<file path="config.mk">
export PLATFORM = sky130hd
export DESIGN_NAME = ddr2_host_arbiter
export DESIGN_NICKNAME = d
export VERILOG_FILES = /design/src/rtl/ddr2_host_arbiter.sv
export SDC_FILE = /design/constraint.sdc
export NUM_CORES = 1
export LEC_CHECK = 0
export BUFFER_PORTS_ARGS = -buffer_cell sky130_fd_sc_hd__buf_2
export CAP_MARGIN = 10
export CELL_PAD_IN_SITES_DETAIL_PLACEMENT = 1
export CELL_PAD_IN_SITES_GLOBAL_PLACEMENT = 1
export CORE_MARGIN = 4
export CORE_UTILIZATION = 32
export DETAILED_ROUTE_END_ITERATION = 10
export MAX_ROUTING_LAYER = met4
export PLACE_DENSITY_LB_ADDON = 0.1
export SYNTH_ARGS = -nofsm -noshare
export SYNTH_HDL_FRONTEND = slang
export SYNTH_SLANG_ARGS = --single-unit
</file>
<file path="constraint.sdc">
create_clock -name clk -period 1.6 [get_ports clk]
set_input_delay 0.08 -clock clk [delete_from_list [all_inputs] [get_ports clk]]
set_output_delay 0.08 -clock clk [all_outputs]
set_load 0.05 [all_outputs]
</file>
<file path="src/rtl/ddr2_host_arbiter.sv">
// Two-requester front-end arbiter for a DDR2 controller command/data FIFO pair.
// Define DDR2_ARB_RR_EN for round-robin arbitration; default is fixed priority (requester 0 first).
module ddr2_host_arbiter #(
  parameter int FILL_MAX = 63
) (
  input  logic        clk,
  input  logic        reset,
  input  logic        ready,
  input  logic        notfull,
  input  logic [6:0]  fillcount,
  input  logic        r0_req,
  input  logic [2:0]  r0_cmd,
  input  logic [1:0]  r0_sz,
  input  logic [2:0]  r0_op,
  input  logic [24:0] r0_addr,
  input  logic [15:0] r0_din,
  input  logic        r1_req,
  input  logic [2:0]  r1_cmd,
  input  logic [1:0]  r1_sz,
  input  logic [2:0]  r1_op,
  input  logic [24:0] r1_addr,
  input  logic [15:0] r1_din,
  output logic        r0_gnt,
  output logic        r0_dack,
  output logic        r1_gnt,
  output logic        r1_dack,
  output logic [2:0]  cmd,
  output logic [1:0]  sz,
  output logic [2:0]  op,
  output logic [24:0] addr,
  output logic [15:0] din,
  output logic        busy,
  output logic        owner
);

  typedef enum logic [1:0] {IDLE, ISSUE, BLKW} state_t;

  localparam logic [2:0] CMD_SCR = 3'd1;
  localparam logic [2:0] CMD_SCW = 3'd2;
  localparam logic [2:0] CMD_BLR = 3'd3;
  localparam logic [2:0] CMD_BLW = 3'd4;
  localparam logic [2:0] CMD_ATR = 3'd5;
  localparam logic [2:0] CMD_ATW = 3'd6;

  function automatic logic is_read(input logic [2:0] c);
    return (c == CMD_SCR) || (c == CMD_BLR);
  endfunction

  function automatic logic is_write(input logic [2:0] c);
    return (c == CMD_SCW) || (c == CMD_BLW) || (c == CMD_ATR) || (c == CMD_ATW);
  endfunction

  state_t      state;
  logic [5:0]  count;
  logic        fill_ok;
  logic        elig0;
  logic        elig1;
  logic        pick;
  logic        word;

  assign fill_ok = int'(fillcount) <= FILL_MAX;
  assign elig0   = r0_req && ready && notfull &&
                   (is_read(r0_cmd) || (is_write(r0_cmd) && fill_ok));
  assign elig1   = r1_req && ready && notfull &&
                   (is_read(r1_cmd) || (is_write(r1_cmd) && fill_ok));

`ifdef DDR2_ARB_RR_EN
  logic rr_pri;

  assign pick = (elig0 && elig1) ? rr_pri : elig1;

  always_ff @(posedge clk) begin
    if (reset) begin
      rr_pri <= 1'b0;
    end else if (state == IDLE && (elig0 || elig1)) begin
      rr_pri <= !pick;
    end
  end
`else
  assign pick = !elig0;
`endif

  always_ff @(posedge clk) begin
    if (reset) begin
      state  <= IDLE;
      count  <= '0;
      cmd    <= '0;
      sz     <= '0;
      op     <= '0;
      addr   <= '0;
      r0_gnt <= 1'b0;
      r1_gnt <= 1'b0;
      owner  <= 1'b0;
    end else begin
      case (state)
        IDLE: begin
          if (elig0 || elig1) begin
            state  <= ISSUE;
            owner  <= pick;
            cmd    <= pick ? r1_cmd  : r0_cmd;
            sz     <= pick ? r1_sz   : r0_sz;
            op     <= pick ? r1_op   : r0_op;
            addr   <= pick ? r1_addr : r0_addr;
            r0_gnt <= !pick;
            r1_gnt <= pick;
          end
        end
        ISSUE: begin
          cmd    <= '0;
          sz     <= '0;
          op     <= '0;
          addr   <= '0;
          r0_gnt <= 1'b0;
          r1_gnt <= 1'b0;
          if (cmd == CMD_BLW) begin
            state <= BLKW;
            // Words still owed after the ISSUE word: 8*(SZ+1)-1.
            count <= {1'b0, sz, 3'b111};
          end else begin
            state <= IDLE;
          end
        end
        BLKW: begin
          if (fill_ok) begin
            count <= count - 6'd1;
            if (count == 6'd1) state <= IDLE;
          end
        end
        default: state <= IDLE;
      endcase
    end
  end

  // NOTE: DACK/DIN are decoded from registered state plus live inputs, so the word
  // passed through is the one the requester is holding in the consuming cycle.
  assign word    = (state == ISSUE && is_write(cmd)) || (state == BLKW && fill_ok);
  assign din     = word ? (owner ? r1_din : r0_din) : '0;
  assign r0_dack = word && !owner;
  assign r1_dack = word && owner;
  assign busy    = state != IDLE;

endmodule

</file>
; After elaboration in Yosys (flattened, before gate mapping)
; Index checks and enable logic that the tools add are counted.
[totals]
ff_bits = 44
in_bits = 111
out_inout_bits = 55
wordCells = 97
[classes]
n_addsub = 1
magnitude_cmp = 1
n_eq_ne = 23
mux = 26
n_reduce_logical = 37
[op_table]
columns = cell, n
row1 = $mux 25, 2
row2 = $pmux 25 s2, 1
row3 = $mux 16, 2
row4 = $eq 3x3->1 const B, 9
row5 = $eq 3x2->1 const B, 5
row6 = $logic_or 1x1->1, 15
row7 = $logic_and 1x1->1, 12
row8 = $mux 2, 6
row9 = $mux 3, 4
row10 = $mux 6, 2
row11 = $pmux 3 s2, 2
row12 = $pmux 6 s2, 1
row13 = $ne 2x2->1 const B, 4
row14 = $le 7x6->1 const B, 1
row15 = $eq 3x1->1 const B, 2
row16 = $eq 6x1->1 const B, 1
row17 = $pmux 2 s3, 1
row18 = $reduce_and 3->1, 2
row19 = $reduce_bool 2->1, 3
row20 = $sub 6x1->6 const B, 1
row21 = $pmux 1 s2, 2
row22 = $pmux 2 s2, 1
row23 = $reduce_and 2->1, 2
row24 = $eq 2x1->1 const B, 1
row25 = 4 further kinds, 6

; Longest topological paths before layout
; Gate-level depths: netlist of the first run.
[depth]
ltp_word = 10
depth_mapped = 8
ltp_nobuf = 6

; Worst setup path after synthesis of the first run
; No wires, ideal clock.
[synth_path]
kind = register -> output
start = register cmd[1]
end = output port din[10]
t_arrival_ns = 2.181
required_ns = 1.520
path_slack_ns = -0.661
stages_incl_launch_ff = 6
path_buffers = 1
path_cell_list = dfxtp_1 -> nor2_1 -> a2111oi_0 -> nor2_1 -> clkbuf_1 -> nor2_1
[synth_between]
elab_chain_cells = 7
[synth_rtl]
columns = item, line_no
row1 = "start, declared", 27  ; output logic [2:0] cmd,
row2 = "start signal, assigned", 100  ; cmd <= pick ? r1_cmd : r0_cmd;
row3 = $eq 3x2->1 or $eq 3x3->1 (tied branches), 50  ; return (c == CMD_SCW) || (c == CMD_BLW) || (c == CMD_ATR) || (c == CMD_ATW);
row4 = $logic_or 1x1->1 (2 in a row), 50
row5 = $logic_or 1x1->1 (*), 50
row6 = $logic_and 1x1->1 (*), 136  ; assign word = (state == ISSUE && is_write(cmd)) || (state == BLKW && fill_ok);
row7 = $logic_or 1x1->1 (*), 136
row8 = $mux 16 (*), 137  ; assign din = word ? (owner ? r1_din : r0_din) : '0;
row9 = "end, declared", 31  ; output logic [15:0] din,
; Every way passes the cells marked *; elsewhere a longest branch is shown, timed or not.

; Final worst setup path of the first run
[layout_path]
start = register cmd[1]
end = output port r1_dack
[layout_between]
elab_chain_cells = 7
[layout_rtl]
columns = item, line_no
row1 = $eq 3x2->1 or $eq 3x3->1 (tied branches), 50
row2 = $logic_or 1x1->1 (2 in a row), 50
row3 = $logic_or 1x1->1 (*), 50
row4 = $logic_and 1x1->1 (*), 136
row5 = $logic_or 1x1->1 (*), 136
row6 = $logic_and 1x1->1 (*), 139  ; assign r1_dack = word && owner;
row7 = "end, declared", 26  ; output logic r1_dack,
; Marked as above.

==> results of run 1 <==
[tightest hold or removal path, stage by stage]
cell	delay [ns]
buf_2	0.07
mux2i_1	0.06
o221ai_2	0.15
[routing by layer]
metal / routed length (um) / part of all wire / vias to the layer above / track usage
met4: 231 / 0.021 / 0 / 0.0497
met1: 4520 / 0.42 / 1630 / 0.233
li1: - / - / 1588 / -
met2: 5640 / 0.52 / 89 / 0.349
met5: 0 / 0 / - / -
met3: 428 / 0.040 / 19 / 0.0346
[synth_stat cells, types with 2 or more instances]
library cell,count,area (um^2)
a211oi_1,2,15.0
a21oi_1,7,35.0
buf_1,2,7.51
buf_2,4,20.0
buf_6,4,45.0
clkbuf_1,26,97.6
dfxtp_1,44,881
ha_1,2,25.0
inv_1,6,22.5
mux2i_1,51,510
nand2_1,38,143
nand3_1,37,185
nor2_1,31,116
nor2b_1,2,12.5
nor3_1,5,25.0
nor3b_1,34,255
o21ai_0,3,15.0
o21ba_2,2,20.0
o221ai_1,4,35.0
o221ai_2,29,435
o31ai_1,2,15.0
xor2_1,2,17.5
[cell usage in the layout (no fill, tap or decap), types with 4 or more instances in the layout]
master	netlist	final
a21oi_1	7	6
buf_2	4	141
buf_4	0	21
buf_6	4	9
buf_8	0	10
clkbuf_8	0	5
dfxtp_1	44	38
inv_1	6	5
mux2i_1	51	51
nand2_1	38	38
nand3_1	37	37
nor2_1	31	12
nor2_4	0	16
nor3_1	5	5
nor3b_1	34	34
o221ai_1	4	4
o221ai_2	29	29
[flip-flops by register name, indices dropped and copies added, names as in the netlist]
name and flops:
op 3, state 2, count 6, sz 2
r1_gnt 1, addr 25, cmd 3, owner 1
r0_gnt 1
[final timing paths]
| kind | startpoint | endpoint | slack (ns) | cells after the start |
|---|---|---|---|---|
| worst max register to register | state[1]$_SDFFE_PP0P_ | op[1]$_SDFFE_PP0P_ | 0.12 | 4 |
| worst min-delay path | r0_addr[24] | addr[24]$_SDFFE_PP0P_ | 0.1 | 3 |
| worst min register to register | count[4]$_SDFFE_PP0P_ | count[4]$_SDFFE_PP0P_ | 0.50 | 2 |
| worst max-delay path | cmd[1]$_SDFFE_PP0P_ | r1_dack | -0.11 | 5 |
[cells by family after synthesis]
group,count (synthesis),share of synthesized area
compound gates,54,0.203
mux,51,0.169
simple gates,153,0.258
xor+xnor,2,0.00580
buf+inv,42,0.0638
fa+ha+maj,2,0.00829
flops,44,0.292
[metrics by stage]
step,std cells,hold slack (ns)
2_1_floorplan,348,0.277
3_3_place_gp,603,0.399
3_5_place_dp,603,0.408
4_1_cts,614,0.0936
5_1_grt,615,0.104
6_report,615,0.0958
[power breakdown]
| group | total (mW) | switching, mW | internal (mW) |
|---|---|---|---|
| Sequential | 1.17 | 0.0377 | 1.14 |
| Clock | 0.952 | 0.400 | 0.553 |
| Combinational | 0.696 | 0.423 | 0.273 |
[cell type report]
type / instances / area (um^2) / area share
timing repair buffer: 185 / 1200 / 0.267
sequential: 44 / 896 / 0.199
clock inverter: 1 / 30.0 / 0.00667
tap: 111 / 139 / 0.0309
clock buffer: 6 / 93.8 / 0.0209
multi-input combinational: 262 / 2120 / 0.471
inverter: 6 / 22.5 / 0.00501
[timing repair]
item                                    in CTS  in global routing
pin swaps                                    6                  3
resized for setup                           50                 10
hold endpoints to repair                     0                  0
buffers inserted                             3                  1
cloned                                       1                  0
endpoints found under the setup margin      18                 19
==> key figures, run 1 <==
Status
  • Outcome: complete, but fails checks
  • Failing checks: setup timing

Timing
  • Final hold violation count: 0
  • Fmax: 584 MHz
  • Fin crit period: between 1.5 and 2 ns
  • Setup_tns: -1.37 ns
  • Final worst slack: -0.113 ns
  • Rel. slew slack: 0.657
  • Period utilisation layout: 1.07
  • Clk_skew: 0.00785 ns
  • # setup viols final: 18
  • RSZ-0062 raised after global routing: yes
  • Final Max Tran Viols: 0
  • Worst Max-Slew Pin Slew: 0.515 ns

Flow run
  • Total of max-cap violations: 0

Setup path
  • Cell family with most CP delay: compound AO/OA/AOI/OAI gates
  • Worst path cell trace: a2111oi_4 > nor2_4 > buf_12 > nor2b_4 > buf_8
  • Buffers and inverters on the worst path: 2
  • CP peak stage delay: 0.39 ns
  • Data required time of the worst path: 1.52 ns
  • CP Max Fanout: 6
  • Critical path arrival: 1.63 ns
  • Crit path capture type: output pin
  • WS Path Type: flop to output pin
  • Setup crit start kind: flop
  • Worst path slowest cell: a2111oi_4

Yosys
  • YS warnings: 0
  • Synth Register Bits: 44
  • Ys async rst share: 0
  • Most used DFF post-synth: dfxtp_1
  • Post-Syn Area: between 3000 and 4000 um^2
  • Sequential area share after synthesis: 0.292
  • Unique masters post-synth: 33
  • Post-synth EDFFs: 0
  • Syn Nets: 461
  • Mean Syn Cell Area: just under 9 um^2
  • Post-Synthesis Cells: 348

Floorplan
  • Starting Density: 0.328
  • Die Area: 11100 um^2
  • # rows: 35
  • Core area: 9200 um^2
  • Die Ht: approximately 110 um
  • Chip width: 105 um
  • Ports: 166

Layout
  • Fin util: 0.489
  • Layout cell share with drive strength beyond 1: 0.508
  • Cell area after layout: 4500 um^2
  • # fillers: 1110
  • Final #Nets: 617
  • Synth-to-Final Area Change: 49.0%
  • Diode count: 0

Global route
  • All-Layer GR Usage: 0.198
  • Initial antenna violation count: 0
  • First-pass GRT wire length: 17500 um
  • Overflow after GRT: 0
  • Largest net degree at the start of global routing: 39
  • Number of global-route vias before repair: 3463

Detailed routing
  • Via/cell ratio: 5.41
  • 1st-iter DRT viols: 66
  • Vias: 3326
  • Number of remaining DRC errors: 0
  • Final wirelength: between 10000 and 15000 um
  • 1st-pass router iterations: 4
  • DR WL/cell: 17.6 um
  • Post-route antenna net violation count: 0

Placed design
  • Routability cong.: 0.830
  • Placement Cell Area: 4130 um^2
  • Dpl hpwl: 7680 um
  • Port buffer count: 159
  • Place WS: between 0.02 and 0.025 ns

Clock tree
  • Clock Tree Root: clkbuf_8
  • Clk slew on worst S/H paths: 0.09 ns
  • TritonCTS clock tree: done
  • TritonCTS Sinks: between 40 and 50
  • H-tree levels: 2
  • CTS Hold Bufs: 0
  • Num CTS Buffers: 5
  • Clk Latency, worst-skew pair: 0.29 ns
  • Max Buffers Root-to-Sink: 2

Pwr
  • VDD IR max: 0.432 mV
  • Leak pwr: 2.03 nW
  • PwrDens: 627 nW/um^2
  • Power, Total: ~2.8 mW

Min path
  • Type of the most critical hold path: input pin to flop
Power figures use the tool's default switching activity.
==> run 2, diff against run 1 <==
--- a/config.mk
+++ b/config.mk
@@ -14,6 +14,7 @@
 export DETAILED_ROUTE_END_ITERATION = 10
 export MAX_ROUTING_LAYER = met4
 export PLACE_DENSITY_LB_ADDON = 0.1
+export SETUP_SLACK_MARGIN = 0.05
 export SYNTH_ARGS = -nofsm -noshare
 export SYNTH_HDL_FRONTEND = slang
 export SYNTH_SLANG_ARGS = --single-unit
==> key figures, run 2 (synthesized netlist as in run 1, its figures left out) <==
Status
  • Outcome: complete, but fails checks
  • Failing checks: setup timing

Floorplan
  • # rows: 35
  • Chip width: between 100 and 150 um
  • Die Ht: 105 um
  • Core area: around 9200 um^2
  • Ports: 166
  • Starting Density: 0.328
  • Die Area: around 11000 um^2

Layout
  • Fin util: 0.494
  • Max reg flops: 25
  • Multi-input logic area: 2140 um^2
  • Register area: 896 um^2
  • Most frequent cells in the layout: buf_2 (141), mux2i_1 (51), nand2_1 (38), dfxtp_1 (38), nand3_1 (37)
  • Commonest non-fill, non-tap cell in the layout: buf_2
  • Synth-to-Final Area Change: 50.4%
  • Largest regs: addr (25), count (6)
  • Reg with most FFs: addr
  • Diode count: 0
  • Layout cell share with drive strength beyond 1: 0.510
  • # fillers: 1109
  • Final #Nets: 618

Clock tree
  • Num CTS Buffers: 5
  • Max Buffers Root-to-Sink: 2
  • Clk slew on worst S/H paths: 0.09 ns
  • CTS Hold Bufs: 0
  • Clock Tree Root: clkbuf_8
  • TritonCTS clock tree: done
  • TritonCTS Sinks: 44
  • H-tree levels: 2
  • Clk Latency, worst-skew pair: 0.31 ns

Setup path
  • CP dominant cell by count: buf_6
  • Crit path capture type: output pin
  • Data required time of the worst path: 1.52 ns
  • CP Max Fanout: 18
  • Reg2reg start: state[0]$_SDFFE_PP0P_
  • Worst Setup SP: cmd[1]$_SDFFE_PP0P_
  • CP peak stage delay: 0.36 ns
  • WS Path Type: flop to output pin
  • Cell family with most CP delay: buffers and inverters
  • Worst path cell trace: buf_6 > a2111oi_4 > nor2_4 > buf_12 > nor2_2 > buf_6
  • Critical path arrival: 1.69 ns
  • Worst path slowest cell: dfxtp_4
  • Buffers and inverters on the worst path: 3
  • Setup crit start kind: flop

Global route
  • All-Layer GR Usage: 0.191
  • Number of global-route vias before repair: 3410
  • Initial antenna violation count: 0
  • Largest net degree at the start of global routing: 46
  • Overflow after GRT: 0
  • First-pass GRT wire length: 17200 um

Detailed routing
  • Post-route antenna net violation count: 0
  • 1st-iter DRT viols: 84
  • Via/cell ratio: 5.29
  • DR WL/cell: 17.3 um
  • 1st-pass router iterations: 4
  • Vias: 3266
  • Number of remaining DRC errors: 0
  • Final wirelength: 10600 um

Timing
  • Worst Max-Slew Pin Slew: a little under 0.5 ns
  • Final Max Tran Viols: 0
  • Period utilisation layout: 1.11
  • Final worst slack: -0.171 ns
  • RSZ-0062 raised after global routing: yes
  • Fin crit period: 1.77 ns
  • Clk_skew: roughly 0.012 ns
  • Final hold violation count: 0
  • Fmax: 565 MHz
  • # setup viols final: 18
  • Rel. slew slack: 0.674
  • Final Hold Slack: between 0.08 and 0.09 ns

Pwr
  • Logic gate share of total power: 0.280
  • P_int: roughly 1.7 mW
  • Psw: 0.871 mW
  • PwrDens: 573 nW/um^2
  • Leak pwr: about 2.0 nW
  • Switching Share: 0.335
  • VDD IR max: 0.278 mV
  • Reg power frac: 0.449
  • Clock share of power: 0.271

Placed design
  • Place WS: -0.131 ns
  • Port buffer count: 159
  • Dpl hpwl: between 7000 and 8000 um
  • Routability cong.: 0.780

Flow run
  • Total of max-cap violations: 0

Min path
  • Hold path start: r1_op[2]
  • Type of the most critical hold path: input pin to flop
-- run 2: changes by cell type in the layout (fill, tap and decap cells not counted), moves of 2 or more --
cell / delta
buf_4: -5
o221ai_1: -4
buf_6: +5
buf_8: -2
nor2_2: +2
nor2_4: -2
o221ai_2: +4
-- run 2: final timing paths --
kind                                end  slack [ns]  cells after the start
setup / recovery                 din[0]       -0.17                      6
hold / removal       op[2]$_SDFFE_PP0P_        0.08                      3
setup reg to reg  addr[12]$_SDFFE_PP0P_        0.05                      5
hold reg to reg   count[4]$_SDFFE_PP0P_        0.51                      2
-- run 2: routing by layer --
metal  share of wire  global-route usage  routed length (um)
met1            0.44               0.245                4730
met2            0.50               0.324                5320
met3           0.047              0.0321                 499
met4          0.0086              0.0309                  92
met5               0                   -                   0
-- run 2: cell type report --
class,instances,share of cell area
Inverter,6,0.00496
Clock buffer,6,0.0160
Sequential cell,44,0.197
Tap cell,111,0.0306
Timing Repair Buffer,186,0.278
Multi-Input combinational cell,262,0.471
Clock inverter,2,0.00248
-- run 2: through the flow --
stage	cells	instance area [um^2]	power (mW)	setup TNS [ns]
global placement	605	4150	1.88	-0.576
floorplan	348	3190	1.63	0
detailed placement	605	4150	1.89	-1.49
CTS	615	4420	2.62	-2.44
finish	617	4540	2.60	-2.44
global route	617	4540	2.75	-3.59
-- run 2: tightest hold or removal path: cells and delay by family --
family / cells / cell delay (ns)
compound gates: 1 / 0.14
buf+inv: 1 / 0.07
mux: 1 / 0.06
-- run 2: power groups by stage --
stage / logic [mW] / clock network (mW) / registers [mW]
floorplan: 0.301 / 0 / 1.33
global placement: 0.683 / 0 / 1.19
detailed placement: 0.696 / 0 / 1.20
CTS: 0.715 / 0.730 / 1.17
global route: 0.784 / 0.784 / 1.18
finish: 0.728 / 0.706 / 1.17
-- run 2: timing repair --
item                       4_1_cts  5_1_grt
gates resized for setup         42       18
cloned                           1        2
setup endpoints to repair       48       55
setup buffers                    1        0
pin swaps                        3        6
==> run 3, diff against run 2 <==
--- a/config.mk
+++ b/config.mk
@@ -12,7 +12,6 @@
 export CORE_MARGIN = 4
 export CORE_UTILIZATION = 32
 export DETAILED_ROUTE_END_ITERATION = 10
-export MAX_ROUTING_LAYER = met4
 export PLACE_DENSITY_LB_ADDON = 0.1
 export SETUP_SLACK_MARGIN = 0.05
 export SYNTH_ARGS = -nofsm -noshare
==> key figures, run 3 (synthesized netlist as in run 1, its figures left out) <==
Global route
  • All-Layer GR Usage: 0.187
  • Initial antenna violation count: 0
  • Met3 GRT Util: 0.0364
  • Routing usage on met1: 0.245
  • GRT busiest layer: met2
  • First-pass GRT wire length: 17200 um
  • Number of global-route vias before repair: 3404
  • Largest net degree at the start of global routing: 46
  • Overflow after GRT: 0
  • Met2 Use GR: 0.323

Clock tree
  • CTS Hold Bufs: 0
  • Max Buffers Root-to-Sink: 2
  • Clock Tree Root: clkbuf_8
  • H-tree levels: 2
  • Num CTS Buffers: 5
  • Clk slew on worst S/H paths: roughly 0.090 ns
  • TritonCTS clock tree: done
  • TritonCTS Sinks: 44
  • Clk Latency, worst-skew pair: 0.31 ns

Status
  • Outcome: complete, but fails checks
  • Failing checks: setup timing

Placed design
  • Port buffer count: ~160
  • Routability cong.: between 0.7 and 0.8
  • Dpl hpwl: 7430 um
  • Place WS: -0.131 ns

Setup path
  • CP Max Fanout: 18
  • Setup crit start kind: flop
  • WS Path Type: flop to output pin
  • Critical path arrival: 1.69 ns
  • Crit path capture type: output pin
  • Data required time of the worst path: 1.52 ns

Timing
  • Worst Max-Slew Pin Slew: 0.492 ns
  • Final Hold Slack: 0.0836 ns
  • Final worst slack: -0.170 ns
  • Final hold violation count: 0
  • Clk_skew: 0.0108 ns
  • Rel. slew slack: 0.672
  • Fmax: 565 MHz
  • Fin crit period: about 1.8 ns
  • Period utilisation layout: 1.11
  • Final Max Tran Viols: 0
  • Setup_tns: -2.44 ns
  • # setup viols final: 18
  • RSZ-0062 raised after global routing: yes

Pwr
  • Logic gate share of total power: 0.280
  • Clock share of power: 0.271
  • Reg power frac: 0.449
  • PwrDens: 573 nW/um^2
  • P_int: ~1.7 mW
  • Power, Total: 2.60 mW
  • VDD IR max: 0.279 mV
  • Psw: 0.871 mW
  • Switching Share: 0.335
  • Leak pwr: 2.04 nW

Layout
  • Most frequent cells in the layout: buf_2 (141), mux2i_1 (51), nand2_1 (38), dfxtp_1 (38), nand3_1 (37)
  • Max reg flops: 25
  • Synth-to-Final Area Change: 50.4%
  • Commonest non-fill, non-tap cell in the layout: buf_2
  • Diode count: 0
  • Final #Nets: 618
  • Largest regs: addr (25), count (6)
  • Layout cell share with drive strength beyond 1: 0.510
  • Fin util: 0.494
  • Reg with most FFs: addr

Floorplan
  • Die Ht: approximately 110 um
  • Starting Density: 0.328
  • Die Area: 11100 um^2
  • # rows: 35
  • Core area: 9200 um^2
  • Chip width: 105 um
  • Ports: 166

Detailed routing
  • Post-route antenna net violation count: 0
  • Via/cell ratio: between 5 and 6
  • 1st-iter DRT viols: 82
  • Final wirelength: 10600 um
  • DR WL/cell: 17.2 um
  • 1st-pass router iterations: 4
  • Number of remaining DRC errors: 0
  • Vias: 3269

Flow run
  • Total of max-cap violations: 0

Min path
  • Type of the most critical hold path: input pin to flop
==> run 3: cell counts in the layout (fill, tap and decap cells not counted) <==
Identical to the previous run, type by type.
==> run 3: final cells by class <==
type                            instances  area [um^2]
Fill cell                            1109         4660
Multi-Input combinational cell        262         2140
Timing Repair Buffer                  186         1260
Sequential cell                        44          896
Tap cell                              111          139
Clock buffer                            6         72.6
Inverter                                6         22.5
Clock inverter                          2         11.3
==> run 3: worst paths after layout <==
path,startpoint,slack [ns],cells past startpoint,endpoint
max reg2reg,state[0]$_SDFFE_PP0P_,0.06,5,addr[12]$_SDFFE_PP0P_
max,cmd[1]$_SDFFE_PP0P_,-0.17,6,din[0]
min,r1_op[2],0.08,3,op[2]$_SDFFE_PP0P_
min reg2reg,count[4]$_SDFFE_PP0P_,0.51,2,count[4]$_SDFFE_PP0P_
==> run 3: critical path: stages, from the launching register on <==
cell       delay, ns
dfxtp_4         0.36
buf_6           0.11
a2111oi_4       0.35
nor2_4          0.06
buf_12          0.18
nor2_2          0.14
buf_6           0.17
==> run 3: power by group through the flow <==
stage	registers (mW)	logic [mW]	clock network, mW
2_1_floorplan	1.33	0.301	0
3_3_place_gp	1.19	0.683	0
3_5_place_dp	1.20	0.696	0
4_1_cts	1.17	0.715	0.730
5_1_grt	1.18	0.784	0.781
6_report	1.17	0.729	0.706
==> run 3: layer usage <==
| layer | up-vias | wire (um) |
|---|---|---|
| li1 | 1591 | - |
| met1 | 1568 | 4740 |
| met2 | 104 | 5270 |
| met3 | 6 | 537 |
| met4 | 0 | 93 |
| met5 | - | 0 |
==> run 3: repair_timing <==
item | in CTS | in global routing
gates resized for setup | 42 | 18
endpoints found under the hold margin | 0 | 0
setup endpoints to repair | 48 | 55
buffers inserted | 1 | 0
gates cloned | 1 | 2
pin swaps | 3 | 6
==> run 3: per-stage QoR <==
stage / std cells / cell area [um^2]
CTS: 615 / 4420
floorplan: 348 / 3190
global placement: 605 / 4150
finish: 617 / 4540
detailed placement: 605 / 4150
global route: 617 / 4540
